$ cat src/rtl/inter_packet_gap_meter_pkg.sv
// inter_packet_gap_meter_pkg: delay-field constants shared with the generator's delay stage
package inter_packet_gap_meter_pkg;
  localparam int IPD_DELAY_WIDTH = 32;
  localparam int C_TUSER_DELAY_POS_DEFAULT = 32;
  localparam logic [IPD_DELAY_WIDTH-1:0] GAP_SAT = '1;
endpackage

$ cat src/rtl/axis_reg_slice_1stage.sv
// axis_reg_slice_1stage: single-register AXIS pipeline stage with full throughput
module axis_reg_slice_1stage #(
  parameter int DATA_WIDTH = 256,
  parameter int USER_WIDTH = 128
) (
  input  logic                    axi_aclk,
  input  logic                    axi_resetn,
  input  logic [DATA_WIDTH-1:0]   s_tdata,
  input  logic [DATA_WIDTH/8-1:0] s_tstrb,
  input  logic [USER_WIDTH-1:0]   s_tuser,
  input  logic                    s_tlast,
  input  logic                    s_tvalid,
  output logic                    s_tready,
  output logic [DATA_WIDTH-1:0]   m_tdata,
  output logic [DATA_WIDTH/8-1:0] m_tstrb,
  output logic [USER_WIDTH-1:0]   m_tuser,
  output logic                    m_tlast,
  output logic                    m_tvalid,
  input  logic                    m_tready
);
  logic                    load;
  logic                    valid_q, valid_d, last_q, last_d;
  logic [DATA_WIDTH-1:0]   data_q, data_d;
  logic [DATA_WIDTH/8-1:0] strb_q, strb_d;
  logic [USER_WIDTH-1:0]   user_q, user_d;
  assign s_tready = ~valid_q | m_tready;
  assign load     = s_tvalid & s_tready;
  always_comb begin
    valid_d = load | (valid_q & ~m_tready);
    data_d  = load ? s_tdata : data_q;
    strb_d  = load ? s_tstrb : strb_q;
    user_d  = load ? s_tuser : user_q;
    last_d  = load ? s_tlast : last_q;
  end
  always_ff @(posedge axi_aclk) begin
    if (!axi_resetn) begin
      valid_q <= 1'b0;
      data_q  <= '0;
      strb_q  <= '0;
      user_q  <= '0;
      last_q  <= 1'b0;
    end else begin
      valid_q <= valid_d;
      data_q  <= data_d;
      strb_q  <= strb_d;
      user_q  <= user_d;
      last_q  <= last_d;
    end
  end
  assign m_tvalid = valid_q;
  assign m_tdata  = data_q;
  assign m_tstrb  = strb_q;
  assign m_tuser  = user_q;
  assign m_tlast  = last_q;
endmodule

$ cat src/rtl/inter_packet_gap_meter.sv
// inter_packet_gap_meter: measures idle input cycles between packets, stamps the gap into
// the TUSER delay field of each first beat, and keeps last/min/max/count statistics.
module inter_packet_gap_meter
  import inter_packet_gap_meter_pkg::*;
#(
  parameter int C_S_AXIS_DATA_WIDTH  = 256,
  parameter int C_M_AXIS_DATA_WIDTH  = 256,
  parameter int C_S_AXIS_TUSER_WIDTH = 128,
  parameter int C_M_AXIS_TUSER_WIDTH = 128,
  parameter int C_S_AXI_DATA_WIDTH   = 32,
  parameter int C_TUSER_DELAY_POS    = C_TUSER_DELAY_POS_DEFAULT
) (
  input  logic                              axi_aclk,
  input  logic                              axi_resetn,
  input  logic [C_S_AXIS_DATA_WIDTH-1:0]    s_axis_tdata,
  input  logic [C_S_AXIS_DATA_WIDTH/8-1:0]  s_axis_tstrb,
  input  logic [C_S_AXIS_TUSER_WIDTH-1:0]   s_axis_tuser,
  input  logic                              s_axis_tvalid,
  output logic                              s_axis_tready,
  input  logic                              s_axis_tlast,
  output logic [C_M_AXIS_DATA_WIDTH-1:0]    m_axis_tdata,
  output logic [C_M_AXIS_DATA_WIDTH/8-1:0]  m_axis_tstrb,
  output logic [C_M_AXIS_TUSER_WIDTH-1:0]   m_axis_tuser,
  output logic                              m_axis_tvalid,
  input  logic                              m_axis_tready,
  output logic                              m_axis_tlast,
  input  logic                              sw_rst,
  input  logic                              ipm_en,
  output logic [C_S_AXI_DATA_WIDTH-1:0]     last_gap,
  output logic [C_S_AXI_DATA_WIDTH-1:0]     min_gap,
  output logic [C_S_AXI_DATA_WIDTH-1:0]     max_gap,
  output logic [C_S_AXI_DATA_WIDTH-1:0]     pkt_count
);
  localparam int W = C_S_AXI_DATA_WIDTH;
  localparam logic [W-1:0] SAT = W'(GAP_SAT);
  logic                            in_hs, first_beat, measured;
  logic                            in_pkt_q, in_pkt_d, first_pkt_q, first_pkt_d;
  logic [W-1:0]                    gap, gap_cnt_q, gap_cnt_d;
  logic [W-1:0]                    last_gap_q, last_gap_d, min_gap_q, min_gap_d;
  logic [W-1:0]                    max_gap_q, max_gap_d, pkt_count_q, pkt_count_d;
  logic [C_S_AXIS_TUSER_WIDTH-1:0] user_in;
  assign in_hs      = s_axis_tvalid & s_axis_tready;
  assign first_beat = in_hs & ~in_pkt_q;
  assign measured   = first_beat & ~first_pkt_q;
  always_comb begin
    gap     = first_pkt_q ? '0 : gap_cnt_q;
    user_in = s_axis_tuser;
    if (first_beat && ipm_en) user_in[C_TUSER_DELAY_POS +: IPD_DELAY_WIDTH] = IPD_DELAY_WIDTH'(gap);
    in_pkt_d    = in_hs ? ~s_axis_tlast : in_pkt_q;
    // software reset outranks a capture in the same cycle, so that packet goes uncounted
    gap_cnt_d   = (sw_rst || (in_hs && s_axis_tlast)) ? '0 :
                  (gap_cnt_q == SAT) ? gap_cnt_q : gap_cnt_q + W'(1);
    first_pkt_d = sw_rst ? 1'b1 : (first_beat ? 1'b0 : first_pkt_q);
    last_gap_d  = sw_rst ? '0 : (first_beat ? gap : last_gap_q);
    min_gap_d   = sw_rst ? SAT : ((measured && gap < min_gap_q) ? gap : min_gap_q);
    max_gap_d   = sw_rst ? '0 : ((measured && gap > max_gap_q) ? gap : max_gap_q);
    pkt_count_d = sw_rst ? '0 : pkt_count_q + W'(first_beat);
  end
  always_ff @(posedge axi_aclk) begin
    if (!axi_resetn) begin
      in_pkt_q    <= 1'b0;
      first_pkt_q <= 1'b1;
      gap_cnt_q   <= '0;
      last_gap_q  <= '0;
      min_gap_q   <= SAT;
      max_gap_q   <= '0;
      pkt_count_q <= '0;
    end else begin
      in_pkt_q    <= in_pkt_d;
      first_pkt_q <= first_pkt_d;
      gap_cnt_q   <= gap_cnt_d;
      last_gap_q  <= last_gap_d;
      min_gap_q   <= min_gap_d;
      max_gap_q   <= max_gap_d;
      pkt_count_q <= pkt_count_d;
    end
  end
  assign last_gap  = last_gap_q;
  assign min_gap   = min_gap_q;
  assign max_gap   = max_gap_q;
  assign pkt_count = pkt_count_q;
  axis_reg_slice_1stage #(
    .DATA_WIDTH(C_M_AXIS_DATA_WIDTH),
    .USER_WIDTH(C_M_AXIS_TUSER_WIDTH)
  ) u_slice (
    .axi_aclk  (axi_aclk),
    .axi_resetn(axi_resetn),
    .s_tdata   (s_axis_tdata),
    .s_tstrb   (s_axis_tstrb),
    .s_tuser   (user_in),
    .s_tlast   (s_axis_tlast),
    .s_tvalid  (s_axis_tvalid),
    .s_tready  (s_axis_tready),
    .m_tdata   (m_axis_tdata),
    .m_tstrb   (m_axis_tstrb),
    .m_tuser   (m_axis_tuser),
    .m_tlast   (m_axis_tlast),
    .m_tvalid  (m_axis_tvalid),
    .m_tready  (m_axis_tready)
  );
endmodule

$ cat config.mk
export PLATFORM = sky130hd
export DESIGN_NAME = inter_packet_gap_meter
export DESIGN_NICKNAME = d
export VERILOG_FILES = /design/src/rtl/inter_packet_gap_meter_pkg.sv /design/src/rtl/axis_reg_slice_1stage.sv /design/src/rtl/inter_packet_gap_meter.sv
export SDC_FILE = /design/constraint.sdc
export NUM_CORES = 1
export LEC_CHECK = 0
export ABC_AREA = 1
export BUFFER_PORTS_ARGS = -buffer_cell sky130_fd_sc_hd__buf_2
export CORE_AREA = 2 2 378 380
export CTS_BUF_LIST = sky130_fd_sc_hd__clkbuf_8
export CTS_CLUSTER_SIZE = 10
export DETAILED_ROUTE_END_ITERATION = 16
export DIE_AREA = 0 0 380 382
export GPL_TIMING_DRIVEN = 0
export HOLD_SLACK_MARGIN = 0.08
export MAX_ROUTING_LAYER = met4
export PLACE_DENSITY = 0.34
export SYNTH_ARGS = -nofsm -noshare
export SYNTH_HDL_FRONTEND = slang
export SYNTH_SLANG_ARGS = --single-unit
export TNS_END_PERCENT = 20
$ cat constraint.sdc
create_clock -name axi_aclk -period 6.5 [get_ports axi_aclk]
set_input_delay 1.625 -clock axi_aclk [delete_from_list [all_inputs] [get_ports axi_aclk]]
set_output_delay 1.625 -clock axi_aclk [all_outputs]
set_load 0.05 [all_outputs]
==> flow_metrics.py, run 1 <==
metrics = {
    "run_status": {
        "status": "finished, final reports clean",
    },
    "drt": {
        "vias_per_cell": 4.07,
        "routed.top_layer": "met4",
        "drcViolationCount": 0,
        "ant_nets": 0,
        "drtPass1Iterations": 8,
        "drtIter0Drc": 1252,
        "wl_met1_um": 58700,
        "wl_per_cell_um": 22.8,
        "dr_wl_met2_um": 69400,
        "num_vias": 25100,
        "wirelength_um": 141000,
        "wl_met3_um": 9430,
    },
    "synthesis": {
        "synth_top_cell_area_share": 0.500,
        "synth-simple-area-share": 0.251,
        "synth_top_family_by_area": "simple AND/OR/NAND/NOR gates",
        "synth_cells": 3102,
        "syn_nets": 3589,
        "yosys.area_share.adder": 0.0345,
        "yosysSeqAreaShare": 0.500,
        "synth_seq_cells": 580,
        "synthesis.area_um2": 23200,
        "synth.area.top_cells": "dfxtp_1, nor2_1, o21ai_0, nand2_1, ha_1",
        "synth_compound_area_frac": 0.139,
        "synthMuxAreaShare": 0,
        "synth_area_leader_cell": "dfxtp_1",
        "synth-warning-count": 0,
        "synth_cell_type_count": 43,
        "yosys.area_share.xor_xnor": 0.00830,
        "syn_area_per_cell_um2": 7.48,
    },
    "global_routing": {
        "grt_overflow": 0,
        "grt_max_degree": 19,
        "grt_usage": 0.192,
        "antenna_found_initial": 58,
        "grt_pass1_vias": 24800,
        "grt_pass1_wl_um": 192000,
    },
    "sta": {
        "maxSlewViolCount": 0,
        "fin_crit_sh": 0.651,
        "fin_skew_ns": 0.0486,
        "hold_viol_final": 0,
        "min_period_ns": 4.23,
        "setup_viol": 0,
        "fin_tns_setup_ns": 0,
        "worst-slew-pin-transition_ns": 1.28,
        "max_freq_mhz": 236,
        "rsz0062_at_grt": "false",
        "relSlewSlack": 0.149,
    },
    "power": {
        "peakVddDrop_mv": 0.159,
        "p_per_area_nw_per_um2": 287,
        "power.leakage_nw": 15.7,
        "finalPower_mw": 9.37,
    },
    "critical_path": {
        "path_cells": "buf_2 -> inv_1 -> nand2_2 -> nand2_2 -> nor2_8 -> buf_1 -> ha_1 -> ha_1 -> nand3_1 -> nor2_2 -> nand2_2 -> nor2_4 -> nand2_1 -> nor3_2 -> nand3_1 -> nor2_2 -> nand3_1 -> nand2_1 -> a21oi_1",
        "critPathLaunchType": "input port",
        "slowest_delay_ns": 0.59,
        "crit_type": "in -> reg",
        "crit_required_ns": 7.18,
        "path_max_fanout": 10,
        "cp_slowest_cell": "buf_1",
        "critical-path-top-delay-family": "simple AND/OR/NAND/NOR gates",
        "cp-end-kind": "flip-flop",
        "crit_arrival_ns": 4.91,
        "worst-path-buf-inv": 3,
    },
    "floorplan": {
        "die_y_um": 382,
        "initial_core_util": 0.165,
        "die_area_um2": 145000,
        "core-area_um2": 141000,
        "ios": 970,
        "die_x_um": 380,
        "row_count": 138,
    },
    "min_path": {
        "hold_class": "reg -> reg",
    },
    "clock_tree": {
        "ctsResizeCount": 0,
        "cts_tree": "yes",
        "root_buffer": "clkbuf_8",
        "cts_hold_buf": 0,
        "clock-sinks": 580,
        "cts.path.max_buffers": 3,
        "worst_skew_pair.late_latency_ns": 0.83,
        "clk_pin_slew_worst_paths_ns": 0.06,
        "post_cts_buffers": 0,
        "htreeDepth": 3,
        "cts_buffers": 116,
    },
    "placement": {
        "hpwlAfterDp_um": 116000,
        "place_congestion": 0.915,
        "dp_cells": 5961,
        "place_area_um2": 30400,
        "io_buffer_count": 969,
    },
    "layout": {
        "nFillCells": 16400,
        "stdcell_area_um2": 32600,
        "drive_above_1_share": 0.285,
        "layout.nets": 4676,
        "final_util": 0.232,
        "areaGrowthSynthToFinish_pct": 40.6,
        "layoutNonFillerInstCount": 6157,
    },
    "flow_run": {
        "cap_violations": 0,
    },
}
-- cell families (layout without fill, tap and decap cells) --
family | after synthesis | in the layout
adders and majority gates | 64 | 64
xor gates and xnor gates | 22 | 22
and+or+nand+nor | 1422 | 1422
buffers and inverters | 387 | 1543
AOI/OAI and AO/OA | 627 | 627
other | 0 | 9
DFF | 580 | 580
-- power breakdown --
group          switching, mW  leakage (nW)  internal [mW]
Combinational           1.37          9.66          0.390
Clock                   1.80          1.25           1.94
Sequential             0.111          4.78           3.76
-- cell usage in the layout (no fill, tap or decap), drive strengths merged, types with 4 or more instances in the layout --
cell	instances
a211oi	18
a21oi	141
a31oi	4
buf	1032
clkbuf	260
clkinv	11
dfxtp	580
diode	9
ha	64
inv	236
nand2	301
nand3	103
nand3b	7
nand4	26
nor2	912
nor3	57
nor4	10
o21a	5
o21ai	455
xnor2	4
xor2	18
-- metal layers --
layer  GRT usage  up-vias
met1       0.221    11700
li1            -    12200
met5           -        -
met2       0.332      868
met3      0.0505      213
met4      0.0440        0
-- Yosys cell counts (all sizes together) --
master   number
or2           2
nand4        26
a31oi         4
nor3         57
dfxtp       580
buf          63
xor2         18
and3          1
nor2        912
o2111ai       1
clkinv        1
o211a         1
ha           64
nor4         10
o211ai        2
nand3       103
a211oi       18
nor3b         2
clkbuf      126
nand2       301
inv         197
nand3b        7
o21ai       455
o21a          5
nor4b         1
xnor2         4
a21oi       141
-- worst reg2reg max path, stage by stage, from the launching register on --
cell and delay, ns:
dfxtp_1 0.32, buf_6 0.19, clkbuf_1 0.51, nor2_1 0.41, ha_1 0.42, nand2_1 0.08
nor2_1 0.15, nand4_1 0.12, nor3_1 0.54, nand4_1 0.17, nand2_1 0.11, inv_2 0.06
buf_2 0.21, buf_2 0.24, a21oi_1 0.17, nor2_1 0.06
-- metrics by stage --
step	setup WS, ns	hold slack (ns)
6_report	2.27	0.460
3_3_place_gp	1.43	0.447
3_5_place_dp	1.43	0.454
5_1_grt	2.02	0.482
4_1_cts	2.37	0.463
2_1_floorplan	2.33	0.459
-- sequential cells by signal, indices dropped and copies added (netlist names) --
name	count
u_slice.m_tvalid	1
first_pkt_q	1
u_slice.m_tlast	1
gap_cnt_q	32
in_pkt_q	1
max_gap	32
pkt_count	32
last_gap	32
u_slice.m_tuser	128
min_gap	32
u_slice.m_tstrb	32
u_slice.m_tdata	256
-- area by class of cell --
type,count,area (um2),area share
Inverter,198,746,0.0229
Antenna cell,9,22.5,0.000690
Clock inverter,53,343,0.0105
Sequential cell,580,11600,0.356
Multi-Input combinational cell,2135,10000,0.308
Tap cell,1890,2360,0.0725
Clock buffer,134,1840,0.0565
Timing Repair Buffer,969,4850,0.149
Buffer,189,806,0.0247
-- path summary, 6_finish.rpt --
path | cells past startpoint | to | startpoint | slack (ns)
min | 2 | last_gap[8]$_SDFFE_PP0P_ | last_gap[8]$_SDFFE_PP0P_ | 0.46
max | 19 | pkt_count[26]$_SDFF_PP0_ | m_axis_tready | 2.27
min reg2reg | 2 | last_gap[8]$_SDFFE_PP0P_ | last_gap[8]$_SDFFE_PP0P_ | 0.46
max reg2reg | 15 | max_gap[7]$_SDFFE_PP0P_ | first_pkt_q$_SDFFE_PP1P_ | 2.60
Note: power is estimated with default switching activity, not from simulation.
==> run 2, diff against run 1 <==
- PLACE_DENSITY: 0.34 -> 0.35
- clock period: 6.5 -> 3.8 ns (I/O delays scaled with it)
==> run 2 against run 1 <==
Compared with the run above:
- clock skew fell by 0.0081 ns
- worst hold slack lost 0.090 ns
- register-to-register slack got worse by 2.3 ns
- clock-buffer cell count increased by 5
- critical path type is now reg -> reg
- largest power group is now the clock network
==> flow_metrics.py, run 2 (synthesized netlist as in run 1, its figures left out) <==
metrics = {
    "layout": {
        "final_cell_mix": "buf_2, nor2_1, dfxtp_1",
        "nFillCells": 16200,
        "layout_commonest_cell": "buf_2",
        "areaGrowthSynthToFinish_pct": 41.8,
        "final-seq-area_um2": 11600,
        "stdcell_area_um2": 32900,
        "layout.nets": 4674,
        "drive_above_1_share": 0.288,
        "multiInputGateArea_um2": 10100,
        "largest_reg_flops": 256,
    },
    "flow_run": {
        "cap_violations": 0,
    },
    "drt": {
        "drtPass1Iterations": 5,
        "drtIter0Drc": 1347,
        "num_vias": 25000,
        "ant_nets": 0,
        "routed.top_layer": "met4",
        "dr_wl_met2_um": 68200,
        "wirelength_um": 141000,
        "wl_met1_um": 57200,
        "wl_met3_um": 11500,
        "wl_per_cell_um": 22.7,
        "drcViolationCount": 0,
        "vias_per_cell": 4.03,
    },
    "sta": {
        "fin_tns_setup_ns": 0,
        "fin_crit_sh": 0.920,
        "worst-slew-pin-transition_ns": 1.31,
        "maxSlewViolCount": 0,
        "rsz0062_at_grt": "false",
        "min_period_ns": 3.49,
        "fin_skew_ns": 0.0405,
        "setup_viol": 0,
        "relSlewSlack": 0.128,
        "hold_viol_final": 0,
        "max_freq_mhz": 286,
    },
    "power": {
        "finalPower_mw": 16.3,
        "power.switching_mw": 5.64,
        "internal-power_mw": 10.7,
        "power_frac_comb": 0.183,
        "p_per_area_nw_per_um2": 496,
        "switching_share": 0.345,
        "power.leakage_nw": 15.8,
        "peakVddDrop_mv": 0.258,
        "pwr-share-seq": 0.405,
        "clkPwrFrac": 0.412,
    },
    "placement": {
        "place_area_um2": 30400,
        "hpwlAfterDp_um": 117000,
        "place_congestion": 0.911,
        "io_buffer_count": 969,
    },
    "min_path": {
        "hold_depth": 3,
        "hold_class": "in -> reg",
        "min_from": "s_axis_tuser[17]",
        "min_delay_worst_endpoint": "u_slice.m_tuser[17]$_SDFFE_PN0P_",
    },
    "critical_path": {
        "path_max_fanout": 19,
        "path_common_cell": "nor2_1",
        "slowest_delay_ns": 0.69,
        "crit_arrival_ns": 4.22,
        "worst-path-buf-inv": 3,
        "cp_slowest_cell": "nor2_1",
        "critical-path-top-delay-family": "simple AND/OR/NAND/NOR gates",
        "crit_type": "reg -> reg",
        "crit-reg2reg-launch": "first_pkt_q$_SDFFE_PP1P_",
        "path_cells": "buf_6 -> clkbuf_1 -> nor2_1 -> ha_1 -> nand2_1 -> nor2_1 -> a211oi_1 -> a21oi_1 -> nor2_1 -> nand2_2 -> nand2_4 -> buf_2 -> nand2_1 -> nand2_1 -> nor2_1",
        "ff2ff_setup_slack_ns": 0.31,
        "rr_endpoint": "max_gap[14]$_SDFFE_PP0P_",
        "cp-end-kind": "flip-flop",
        "ff2ff_path_depth": 15,
        "critPathLaunchType": "flip-flop",
        "crit_required_ns": 4.52,
    },
    "clock_tree": {
        "clock-sinks": 580,
        "worst_skew_pair.late_latency_ns": 0.84,
        "post_cts_buffers": 0,
        "root_buffer": "clkbuf_8",
        "htreeDepth": 3,
        "cts_tree": "yes",
        "clk_pin_slew_worst_paths_ns": 0.06,
        "cts_buffers": 115,
        "cts.path.max_buffers": 3,
    },
    "global_routing": {
        "grt_pass1_vias": 24300,
        "grt_pass1_wl_um": 191000,
        "grt_overflow": 0,
        "grt_usage": 0.192,
        "antenna_found_initial": 76,
        "grt_max_degree": 20,
    },
    "floorplan": {
        "die_area_um2": 145000,
        "core-area_um2": 141000,
        "initial_core_util": 0.165,
        "die_y_um": 382,
        "row_count": 138,
        "ios": 970,
        "die_x_um": 380,
    },
    "run_status": {
        "status": "finished, final reports clean",
    },
}
-- run 2: power groups by stage --
stage	registers [mW]	clock network [mW]	logic, mW
6_report	6.62	6.72	2.99
5_1_grt	6.66	7.26	3.19
4_1_cts	6.62	7.01	3.03
3_5_place_dp	6.75	0	3.03
3_3_place_gp	6.74	0	3.03
2_1_floorplan	7.94	0	0.684
-- run 2: worst register-to-register path, stage by stage, from the launching register on --
cell      delay, ns
dfxtp_1        0.30
buf_6          0.17
clkbuf_1       0.30
nor2_1         0.69
ha_1           0.40
nand2_1        0.08
nor2_1         0.04
a211oi_1       0.22
a21oi_1        0.12
nor2_1         0.29
nand2_2        0.14
nand2_4        0.14
buf_2          0.31
nand2_1        0.10
nand2_1        0.07
nor2_1         0.04
-- run 2: cell type report --
class / count / area share
plain buffers: 188 / 0.0244
well taps: 1890 / 0.0719
flip-flops and latches: 580 / 0.353
clock buffers: 139 / 0.0581
diodes: 50 / 0.00380
repair buffers: 969 / 0.147
multi-input cells: 2135 / 0.306
clock inverters: 64 / 0.0135
inverters: 198 / 0.0227
-- run 2: metrics by stage --
step | cells | hold WS [ns] | util | worst slack [ns]
3_5_place_dp | 5961 | 0.455 | 0.216 | -0.674
5_1_grt | 6197 | 0.283 | 0.233 | 0.0373
6_report | 6213 | 0.370 | 0.234 | 0.305
3_3_place_gp | 5961 | 0.447 | 0.216 | -0.713
2_1_floorplan | 3102 | 0.459 | - | 0.302
4_1_cts | 6163 | 0.239 | 0.233 | 0.113
-- run 2: repair_timing --
| item | in CTS | in global routing |
|---|---|---|
| endpoints found under the setup margin | 32 | 31 |
| hold buffers | 0 | 0 |
| resized for setup | 2 | 2 |
| cloned | 0 | 0 |
| pin swaps | 0 | 0 |
-- run 2: worst max path at each step --
| stage | cells past startpoint | to | from | slack (ns) |
|---|---|---|---|---|
| after floorplan | 18 | pkt_count[26]$_SDFF_PP0_ | m_axis_tready | 0.30 |
| after global placement | 6 | u_slice.m_tdata[145]$_SDFFE_PN0P_ | axi_resetn | -0.71 |
| after detailed placement | 6 | u_slice.m_tdata[148]$_SDFFE_PN0P_ | axi_resetn | -0.67 |
| after CTS | 14 | max_gap[5]$_SDFFE_PP0P_ | first_pkt_q$_SDFFE_PP1P_ | 0.11 |
| after global routing | 15 | pkt_count[28]$_SDFF_PP0_ | u_slice.m_tvalid$_SDFF_PN0_ | 0.04 |
| final | 15 | max_gap[14]$_SDFFE_PP0P_ | first_pkt_q$_SDFFE_PP1P_ | 0.31 |
-- run 2: layer usage --
layer / vias to the layer above / track usage
met5: - / -
met4: 0 / 0.0517
met3: 218 / 0.0618
met2: 818 / 0.324
met1: 11700 / 0.217
li1: 12300 / -
